### src/rtl/rst_seq_pkg.sv
// ---------------------------------------------------------------------------
// rst_seq_pkg
// Shared definitions for the staged reset-release sequencer.
//   STATE_W  : width of the exported FSM state encoding
//   state_e  : FSM states; the numeric values are visible to software
//              through state_o, so they are fixed here and must not move.
// ---------------------------------------------------------------------------
package rst_seq_pkg;

    localparam int STATE_W = 2;

    localparam logic [STATE_W-1:0] ST_HOLD      = 2'd0;
    localparam logic [STATE_W-1:0] ST_WAIT_LOCK = 2'd1;
    localparam logic [STATE_W-1:0] ST_RELEASE   = 2'd2;
    localparam logic [STATE_W-1:0] ST_RUN       = 2'd3;

    typedef enum logic [STATE_W-1:0] {
        HOLD      = ST_HOLD,
        WAIT_LOCK = ST_WAIT_LOCK,
        RELEASE   = ST_RELEASE,
        RUN       = ST_RUN
    } state_e;

endpackage

### src/rtl/sync_2ff.sv
// ---------------------------------------------------------------------------
// sync_2ff
// Generic single-bit two-flop synchroniser for bringing an asynchronous
// level into the clk domain.
//   clk : destination clock
//   rst : synchronous active-high reset, clears both flops to 0
//   d   : asynchronous input level
//   q   : synchronised level, two clk edges of latency
// ---------------------------------------------------------------------------
module sync_2ff (
    input  logic clk,
    input  logic rst,
    input  logic d,
    output logic q
);

    // Keeps the placer from separating the two flops, maximising the
    // metastability settling time between them.
    (* ASYNC_REG = "TRUE" *) logic [1:0] sync_q;

    // NOTE: flops are written with non-blocking assignments so every
    // register samples its pre-edge inputs; blocking here would collapse
    // the two stages into one.
    always_ff @(posedge clk) begin
        if (rst) begin
            sync_q <= '0;
        end else begin
            sync_q <= {sync_q[0], d};
        end
    end

    assign q = sync_q[1];

endmodule

### src/rtl/rst_release_seq.sv
// ---------------------------------------------------------------------------
// rst_release_seq
// Staged reset-release sequencer. After power-on reset (or any abort) all
// stage resets are held for MIN_ASSERT cycles, then the block waits for the
// MMCM lock to be stable for LOCK_STABLE cycles and releases the stage
// resets one at a time, STG_GAP cycles apart, bit 0 first. Lock loss in
// RELEASE/RUN or a software request aborts back to HOLD.
//   sys_clk         : single clock for the whole block
//   sys_rst         : synchronous active-high reset
//   mmc_lock        : asynchronous MMCM locked indication
//   soft_rst_req    : one-cycle request to restart the full sequence
//   stg_rst_o       : per-stage active-high resets (registered)
//   all_rdy_o       : 1 while every stage is released (RUN)
//   lock_loss_cnt_o : saturating count of lock losses in RELEASE/RUN
//   state_o         : current FSM state encoding
// ---------------------------------------------------------------------------
module rst_release_seq
    import rst_seq_pkg::*;
#(
    parameter int NUM_STG     = 4,
    parameter int STG_GAP     = 256,
    parameter int LOCK_STABLE = 1024,
    parameter int MIN_ASSERT  = 64,
    parameter int LOSS_CNT_W  = 8
) (
    input  logic                  sys_clk,
    input  logic                  sys_rst,
    input  logic                  mmc_lock,
    input  logic                  soft_rst_req,
    output logic [NUM_STG-1:0]    stg_rst_o,
    output logic                  all_rdy_o,
    output logic [LOSS_CNT_W-1:0] lock_loss_cnt_o,
    output logic [STATE_W-1:0]    state_o
);

    // Limits of 1 would give zero-width counters; keep at least one bit.
    localparam int HOLD_W = (MIN_ASSERT  > 1) ? $clog2(MIN_ASSERT)  : 1;
    localparam int STAB_W = (LOCK_STABLE > 1) ? $clog2(LOCK_STABLE) : 1;
    localparam int GAP_W  = (STG_GAP     > 1) ? $clog2(STG_GAP)     : 1;
    localparam int IDX_W  = (NUM_STG     > 1) ? $clog2(NUM_STG)     : 1;

    localparam logic [HOLD_W-1:0] HOLD_LAST = HOLD_W'(MIN_ASSERT - 1);
    localparam logic [STAB_W-1:0] STAB_LAST = STAB_W'(LOCK_STABLE - 1);
    localparam logic [GAP_W-1:0]  GAP_LAST  = GAP_W'(STG_GAP - 1);
    localparam logic [IDX_W-1:0]  IDX_LAST  = IDX_W'(NUM_STG - 1);

    state_e            state;
    logic [HOLD_W-1:0] hold_cnt;
    logic [STAB_W-1:0] stab_cnt;
    logic [GAP_W-1:0]  gap_cnt;
    logic [IDX_W-1:0]  idx;
    logic              lock_s;
    logic              lock_s_d;
    logic              lock_fall;
    logic              in_active;
    logic              lock_lost;

    sync_2ff u_lock_sync (
        .clk (sys_clk),
        .rst (sys_rst),
        .d   (mmc_lock),
        .q   (lock_s)
    );

    assign lock_fall = lock_s_d & ~lock_s;
    assign in_active = (state == RELEASE) || (state == RUN);
    // Level-based abort: any cycle with lock low while releasing/running.
    assign lock_lost = in_active & ~lock_s;

    always_ff @(posedge sys_clk) begin
        if (sys_rst) begin
            state           <= HOLD;
            hold_cnt        <= '0;
            stab_cnt        <= '0;
            gap_cnt         <= '0;
            idx             <= '0;
            stg_rst_o       <= '1;
            all_rdy_o       <= 1'b0;
            lock_loss_cnt_o <= '0;
            lock_s_d        <= 1'b0;
        end else begin
            lock_s_d <= lock_s;

            if (lock_fall && in_active && (lock_loss_cnt_o != '1)) begin
                lock_loss_cnt_o <= lock_loss_cnt_o + 1'b1;
            end

            // Lock loss and software request share one abort path, so a
            // coincident pair produces a single HOLD entry.
            if (lock_lost || soft_rst_req) begin
                state     <= HOLD;
                hold_cnt  <= '0;
                stg_rst_o <= '1;
                all_rdy_o <= 1'b0;
            end else begin
                case (state)
                    HOLD: begin
                        if (hold_cnt == HOLD_LAST) begin
                            state    <= WAIT_LOCK;
                            stab_cnt <= '0;
                        end else begin
                            hold_cnt <= hold_cnt + 1'b1;
                        end
                    end
                    WAIT_LOCK: begin
                        if (!lock_s) begin
                            stab_cnt <= '0;
                        end else if (stab_cnt == STAB_LAST) begin
                            state   <= RELEASE;
                            gap_cnt <= '0;
                            idx     <= '0;
                        end else begin
                            stab_cnt <= stab_cnt + 1'b1;
                        end
                    end
                    RELEASE: begin
                        if (gap_cnt == GAP_LAST) begin
                            gap_cnt        <= '0;
                            stg_rst_o[idx] <= 1'b0;
                            if (idx == IDX_LAST) begin
                                state     <= RUN;
                                all_rdy_o <= 1'b1;
                            end else begin
                                idx <= idx + 1'b1;
                            end
                        end else begin
                            gap_cnt <= gap_cnt + 1'b1;
                        end
                    end
                    RUN: begin
                        // Stay until an abort.
                    end
                    default: begin
                        state <= HOLD;
                    end
                endcase
            end
        end
    end

    assign state_o = state;

endmodule

### config.mk
export PLATFORM = sky130hd
export DESIGN_NAME = rst_release_seq
export DESIGN_NICKNAME = d
export VERILOG_FILES = /design/src/rtl/rst_seq_pkg.sv /design/src/rtl/sync_2ff.sv /design/src/rtl/rst_release_seq.sv
export SDC_FILE = /design/constraint.sdc
export NUM_CORES = 1
export LEC_CHECK = 0
export BUFFER_PORTS_ARGS = -buffer_cell sky130_fd_sc_hd__clkbuf_2
export CAP_MARGIN = 5
export CORE_MARGIN = 4
export CORE_UTILIZATION = 35
export CTS_BUF_LIST = sky130_fd_sc_hd__clkbuf_4 sky130_fd_sc_hd__clkbuf_8
export DETAILED_ROUTE_END_ITERATION = 8
export PLACE_DENSITY_LB_ADDON = 0.05
export SETUP_SLACK_MARGIN = 0.2
export SLEW_MARGIN = 10
export SYNTH_ARGS = -nofsm -noshare
export SYNTH_HDL_FRONTEND = slang
export SYNTH_SLANG_ARGS = --single-unit
export TNS_END_PERCENT = 10
### constraint.sdc
create_clock -name sys_clk -period 4.5 [get_ports sys_clk]
set_clock_uncertainty 0.1 [all_clocks]
set_input_delay 0.225 -clock sys_clk [delete_from_list [all_inputs] [get_ports sys_clk]]
set_output_delay 0.225 -clock sys_clk [all_outputs]
set_load 0.02 [all_outputs]
==> qor_table.md, run 1 <==
| Item | This run |
|:---|:---|
| Fraction of power spent switching nets | 0.228 |
| RSZ-0062 raised after global routing | false |
| Commonest register cell after synthesis | dfxtp_1 |
| Power per cell area | 246 nW/um^2 |
| Via count of the first global-routing pass | 2003 |
| Number of slew-limit violations in the final report | 0 |
| Maximum operating frequency | 394 MHz |
| Fraction of layout cells with a size suffix above 1 | 0.126 |
| Count of nets after finishing | 317 |
| Net switching component of the power | 0.000154 W |
| Synth Area per Inst | 8.70 um^2 |
| Critical setup path kind | flip-flop to flip-flop |
| Worst slew slack as a fraction of its limit | 0.427 |
| Clock-pin slew of the registers on the worst-case setup and hold paths | 90 ps |
| Total setup buffers inserted after CTS | 0 |
| TritonCTS clock tree | built |
| Initial cell density of the core | 0.365 |
| Area grow syn2layout | 9.59% |
| CTS hold repair buffers | 0 |
| Total Die Area | 8570 um^2 |
| Maximum number of buffers from clock root to sink | 2 |
| Post-synthesis cell type count | 53 |
| Worst Path Arrival | 2670 ps |
| All-Layer GR Usage | 0.136 |
| Sequential element share of the synthesized area | 0.352 |
| DRC violation total after the first TritonRoute iteration | 145 |
| Slew at the pin closest to its max-slew limit | 856 ps |
| Minimum clock period after layout | 2540 ps |
| Sequential power share | 0.582 |
| WP data required | 4630 ps |
| GRT overflow | 0 |
| Maximum level of the CTS H-tree | 2 |
| Most frequent cells in the layout | dfxtp_1, nand3_1, nor2_1 |
| Cells after Synth | 288 |
| Count of standard-cell rows | 30 |
| Resized cells post-CTS | 0 |
| Detailed-placement wirelength estimate | 3960 um |
| Antenna Violating Nets Remaining | 0 |
| Final instance count without filler cells | 397 |
| Cell at the root of the clock tree | clkbuf_8 |
| Number of vias in the routed layout | 2207 |
| Net Count, Synth | 305 |
| Count of pins on the block boundary | 19 |
| Async set or reset register ratio after synthesis | 0 |
| Number of storage elements in the synthesis netlist | 44 |
| Commonest non-fill, non-tap cell in the layout | dfxtp_1 |
| Final hold violation count | 0 |
| Global placer's final weighted congestion | 0.789 |
| Die Span Y | 92.6 um |
| Logic pwr share | 0.035 |
| Setup violations, final | 0 |
| Kind of path behind the tightest hold check | input port to flip-flop |
| Antenna violations before repair | 0 |
| Clock share of power | 0.383 |
| Width of the chip | 92.6 um |
| Internal power summed over all cells | 0.000521 W |
| Number of enable-type register cells in the synthesized netlist | 0 |
| CP max FO | 15 |
| Total CTS buffers | 5 |
| Largest net degree at the start of global routing | 30 |
| Wire length of the first global-routing pass | 9630 um |
| Quantity of I/O buffers inserted on ports | 18 |
| Detailed-router iteration count before antenna repair | 4 |
| Nature of the critical path endpoint | flip-flop |
| Max-cap check violation count | 0 |
| Critical-path cell list | inv_1, ha_1, o21ba_1, o211ai_1, or4_1, a21oi_1 |
| Result of the run | finished, final reports clean |
| Post-synthesis instance area | 2500 um^2 |
| Number of placed instances, taps included | 389 |
| Static leakage power | 0.918 nW |
| Clock latency on the worst-skew pair | 300 ps |
| Detailed-route DRC error count | 0 |
| CP Buf/Inv Count | 1 |
| Number of warnings printed during yosys synthesis | 0 |
| Final Routed Wirelength | 5630 um |
| Startpoint types | flip-flop |
| Highest cell delay on the worst timing path | 580 ps |
| Final period utilization | 0.565 |
| Antenna fix cells | 0 |
| Total Negative Setup Slacks | 0 ps |
| Area of the core | 6870 um^2 |
| Cell type group with the largest total delay on the critical path | compound AO/OA/AOI/OAI gates |
| Detail-routed via count per cell | 5.56 |
| Master of the slowest instance on the critical path | or4_1 |
| Worst IR drop on VDD | 0.125 mV |
| WL per Instance | 14.2 um |
| Total clock sinks | 44 |
==> cells by family after synthesis <==
logic type,after synthesis,share of synthesized area
buffers and inverters,33,0.0594
AOI/OAI and AO/OA,77,0.217
DFF,44,0.352
muxes,11,0.0445
adders and majority gates,13,0.0649
xor gates and xnor gates,5,0.0175
and+or+nand+nor,105,0.245
==> worst paths after layout <==
kind	startpoint	endpoint	slack [ps]	cells after the start
worst min register to register	all_rdy_o	all_rdy_o	350	2
worst max-delay path	state_o[0]	lock_loss_cnt_o[3]	1960	6
worst max register to register	state_o[0]	lock_loss_cnt_o[3]	1960	6
worst min-delay path	mmc_lock	u_lock_sync.sync_q[0]	40	2
==> final cells by class <==
| class | instances | area, um^2 |
|---|---|---|
| multi-input cells | 211 | 1480 |
| repair buffers | 20 | 105 |
| fillers | 701 | 4120 |
| clock buffers | 6 | 82.6 |
| inverters | 18 | 67.6 |
| well taps | 96 | 120 |
| flip-flops and latches | 44 | 881 |
| clock inverters | 2 | 10.0 |
==> synth_stat cells, types with 6 or more instances <==
cell,n,area share
nand2_1,7,0.010
nand4_1,9,0.022
dfxtp_1,44,0.35
ha_1,13,0.065
nor2_1,20,0.030
or4_1,7,0.021
inv_1,17,0.025
a21oi_1,14,0.028
nand3_1,27,0.054
o21ai_0,12,0.024
mux2i_1,10,0.040
o211ai_1,10,0.030
o31ai_1,11,0.033
clkbuf_1,6,0.0090
==> power by group through the flow <==
| stage | Combinational, W | Sequential (W) | Clock, W |
|---|---|---|---|
| after floorplan | 0.0000192 | 0.000401 | 0 |
| after global placement | 0.0000240 | 0.000402 | 0 |
| after detailed placement | 0.0000242 | 0.000402 | 0 |
| after CTS | 0.0000242 | 0.000393 | 0.000273 |
| after global routing | 0.0000272 | 0.000393 | 0.000289 |
| final | 0.0000237 | 0.000393 | 0.000258 |
==> worst register-to-register path, stage by stage, from the launching register on <==
cell	delay, ps
dfxtp_1	360
inv_1	120
ha_1	500
o21ba_1	300
o211ai_1	360
or4_1	590
a21oi_1	150
==> layer usage <==
layer / wire length, um / part of all wire / GRT usage / up-vias
met1: 2810 / 0.50 / 0.184 / 1054
met3: 210 / 0.037 / 0.0292 / 5
li1: - / - / - / 1117
met2: 2560 / 0.45 / 0.218 / 31
met4: 54 / 0.0096 / 0.0408 / 0
met5: 0 / 0 / 0 / -
==> per-stage QoR <==
step                power (W)  cell area [um^2]  utilization  hold slack, ps  setup slack (ps)
floorplan            0.000420              2500            -             253              2250
global placement     0.000426              2650        0.386             335              2040
detailed placement   0.000426              2650        0.386             335              1980
CTS                  0.000691              2750        0.400            33.2              1930
global route         0.000710              2750        0.400            32.7              1710
finish               0.000675              2750        0.400            41.0              1960
==> registers in the layout, indices dropped and copies added, names as in the netlist <==
name / cells
idx: 2
u_lock_sync.sync_q: 2
hold_cnt: 6
stg_rst_o: 4
lock_s_d: 1
gap_cnt: 8
stab_cnt: 10
state_o: 2
all_rdy_o: 1
lock_loss_cnt_o: 8
Note: power is estimated with default switching activity, not from simulation.
==> run 2: changes to the inputs <==
- clock period: 4.5 -> 2.5 ns (I/O delays scaled with it)
==> qor_table.md, run 2 (synthesis results as in run 1) <==
| Item | This run | vs previous |
|:---|:---|:---|
| Width of the chip | 92.6 um | unchanged |
| FILL cells | 698 | was 701 |
| Static leakage power | 0.967 nW | was 0.918 nW |
| Number of placed instances, taps included | 397 | was 389 |
| Detail-routed via count per cell | 5.38 | was 5.56 |
| Number of slew-limit violations in the final report | 0 | unchanged |
| Minimum clock period after layout | 2180 ps | was 2540 ps |
| Clock latency on the worst-skew pair | 290 ps | was 300 ps |
| Total clock sinks | 44 | unchanged |
| CP max FO | 14 | was 15 |
| Worst Path Arrival | 2300 ps | was 2670 ps |
| Fraction of layout cells with a size suffix above 1 | 0.152 | was 0.126 |
| Final period utilization | 0.871 | was 0.565 |
| Number of vias in the routed layout | 2184 | was 2207 |
| Detailed-route DRC error count | 0 | unchanged |
| Maximum level of the CTS H-tree | 2 | unchanged |
| Wire length of the first global-routing pass | 9610 um | was 9630 um |
| GRT overflow | 0 | unchanged |
| Area of the core | 6870 um^2 | unchanged |
| WP data required | 2630 ps | was 4630 ps |
| Total CTS buffers | 5 | unchanged |
| Final Routed Wirelength | 5760 um | was 5630 um |
| Clock-pin slew of the registers on the worst-case setup and hold paths | 90 ps | about the same |
| Cell at the root of the clock tree | clkbuf_8 | unchanged |
| Via count of the first global-routing pass | 1951 | was 2003 |
| Startpoint types | flip-flop | unchanged |
| WL per Instance | 14.2 um | about the same |
| Quantity of I/O buffers inserted on ports | 18 | unchanged |
| Place WS | 279 ps | was 1980 ps |
| PnR worst setup slack | 321 ps | was 1960 ps |
| Critical setup path kind | flip-flop to flip-flop | unchanged |
| RSZ-0062 raised after global routing | true | was false |
| Logic pwr share | 0.041 | was 0.035 |
| Register name with the most flops | stab_cnt | unchanged |
| Maximum number of buffers from clock root to sink | 2 | unchanged |
| All-Layer GR Usage | 0.136 | about the same |
| Initial cell density of the core | 0.365 | unchanged |
| Fraction of power spent switching nets | 0.225 | was 0.228 |
| Slew at the pin closest to its max-slew limit | 715 ps | was 856 ps |
| Antenna Violating Nets Remaining | 0 | unchanged |
| Total Negative Setup Slacks | 0 ps | unchanged |
| Power per cell area | 429 nW/um^2 | was 246 nW/um^2 |
| Commonest non-fill, non-tap cell in the layout | dfxtp_1 | unchanged |
| Total Die Area | 8570 um^2 | unchanged |
| Count of standard-cell rows | 30 | unchanged |
| Maximum operating frequency | 459 MHz | was 394 MHz |
| Worst IR drop on VDD | 0.262 mV | was 0.125 mV |
| Largest net degree at the start of global routing | 30 | unchanged |
| Net switching component of the power | 0.000274 W | was 0.000154 W |
| Count of nets after finishing | 326 | was 317 |
| Worst slew slack as a fraction of its limit | 0.521 | was 0.427 |
| Area grow syn2layout | 12.9% | was 9.59% |
| Global placer's final weighted congestion | 0.756 | was 0.789 |
| Kind of path behind the tightest hold check | input port to flip-flop | unchanged |
| Max-cap check violation count | 0 | unchanged |
| Count of pins on the block boundary | 19 | unchanged |
| Antenna violations before repair | 0 | unchanged |
| Detailed-placement wirelength estimate | 4140 um | was 3960 um |
| Setup violations, final | 0 | unchanged |
| Antenna fix cells | 0 | unchanged |
| Final hold violation count | 0 | unchanged |
| Clock share of power | 0.378 | was 0.383 |
| Sequential power share | 0.581 | was 0.582 |
| Result of the run | finished, final reports clean | unchanged |
| Detailed-router iteration count before antenna repair | 4 | unchanged |
| Max reg flops | 10 | unchanged |
| Final hold slack | 204 ps | was 41.0 ps |
| DRC violation total after the first TritonRoute iteration | 96 | was 145 |
| Die Span Y | 92.6 um | unchanged |
| Final instance count without filler cells | 406 | was 397 |
| Total power after layout | 0.00121 W | was 0.000675 W |
| TritonCTS clock tree | built | unchanged |
| Most frequent cells in the layout | dfxtp_1, nand3_1, nor2_1 | unchanged |
| Registers with the highest flip-flop counts | stab_cnt x10, gap_cnt x8, lock_loss_cnt_o x8 | unchanged |
| Nature of the critical path endpoint | flip-flop | unchanged |
| Internal power summed over all cells | 0.000941 W | was 0.000521 W |
## run 2: changes by cell type in the layout (fill, tap and decap cells not counted), sizes merged
cell,before,now
dlygate4sd3,0,1
buf,2,10
## run 2: final timing paths
path,from,to,slack (ps),cells past startpoint
max,state_o[0],stab_cnt[4],320,6
min,sys_rst,lock_loss_cnt_o[0],200,3
max reg2reg,state_o[0],stab_cnt[4],320,6
min reg2reg,all_rdy_o,all_rdy_o,350,2
## run 2: critical path: stages (launching register included)
cell and delay [ps]:
dfxtp_2 370, inv_1 80, ha_1 210, o21ba_1 230, or3_4 470, or4_1 500
a21oi_1 150
## run 2: layout make-up
| type | count | area, um^2 | share of cell area |
|---|---|---|---|
| flip-flops and latches | 44 | 882 | 0.312 |
| repair buffers | 29 | 188 | 0.0663 |
| clock buffers | 6 | 82.6 | 0.0292 |
| multi-input cells | 211 | 1480 | 0.523 |
| inverters | 18 | 67.6 | 0.0239 |
| clock inverters | 2 | 10.0 | 0.00354 |
| well taps | 96 | 120 | 0.0425 |
## run 2: per-stage QoR
| step | util | cell area (um^2) |
|---|---|---|
| global placement | 0.397 | 2730 |
| floorplan | - | 2500 |
| detailed placement | 0.397 | 2730 |
| CTS | 0.412 | 2830 |
| global route | 0.412 | 2830 |
| finish | 0.412 | 2830 |
## run 2: per-layer routing
layer / track usage / vias to the layer above / wire length, um
li1: - / 1143 / -
met3: 0.0284 / 4 / 215
met1: 0.193 / 1004 / 2940
met2: 0.213 / 33 / 2570
met4: 0.0272 / 0 / 36
met5: 0 / - / 0
## run 2: power by group through the flow
| stage | sequential (W) | clock, W | combinational (W) |
|---|---|---|---|
| after floorplan | 0.000722 | 0 | 0.0000346 |
| after global placement | 0.000723 | 0 | 0.0000492 |
| after detailed placement | 0.000722 | 0 | 0.0000486 |
| after CTS | 0.000706 | 0.000486 | 0.0000499 |
| after global routing | 0.000706 | 0.000513 | 0.0000546 |
| final | 0.000706 | 0.000459 | 0.0000494 |
## run 2: repair_timing
| action | in CTS | in global routing |
|---|---|---|
| hold buffers | 1 | 0 |
| setup buffers | 0 | 0 |
| endpoints found under the hold margin | 1 | 0 |
| resized for setup | 0 | 1 |
| setup endpoints to repair | 0 | 8 |
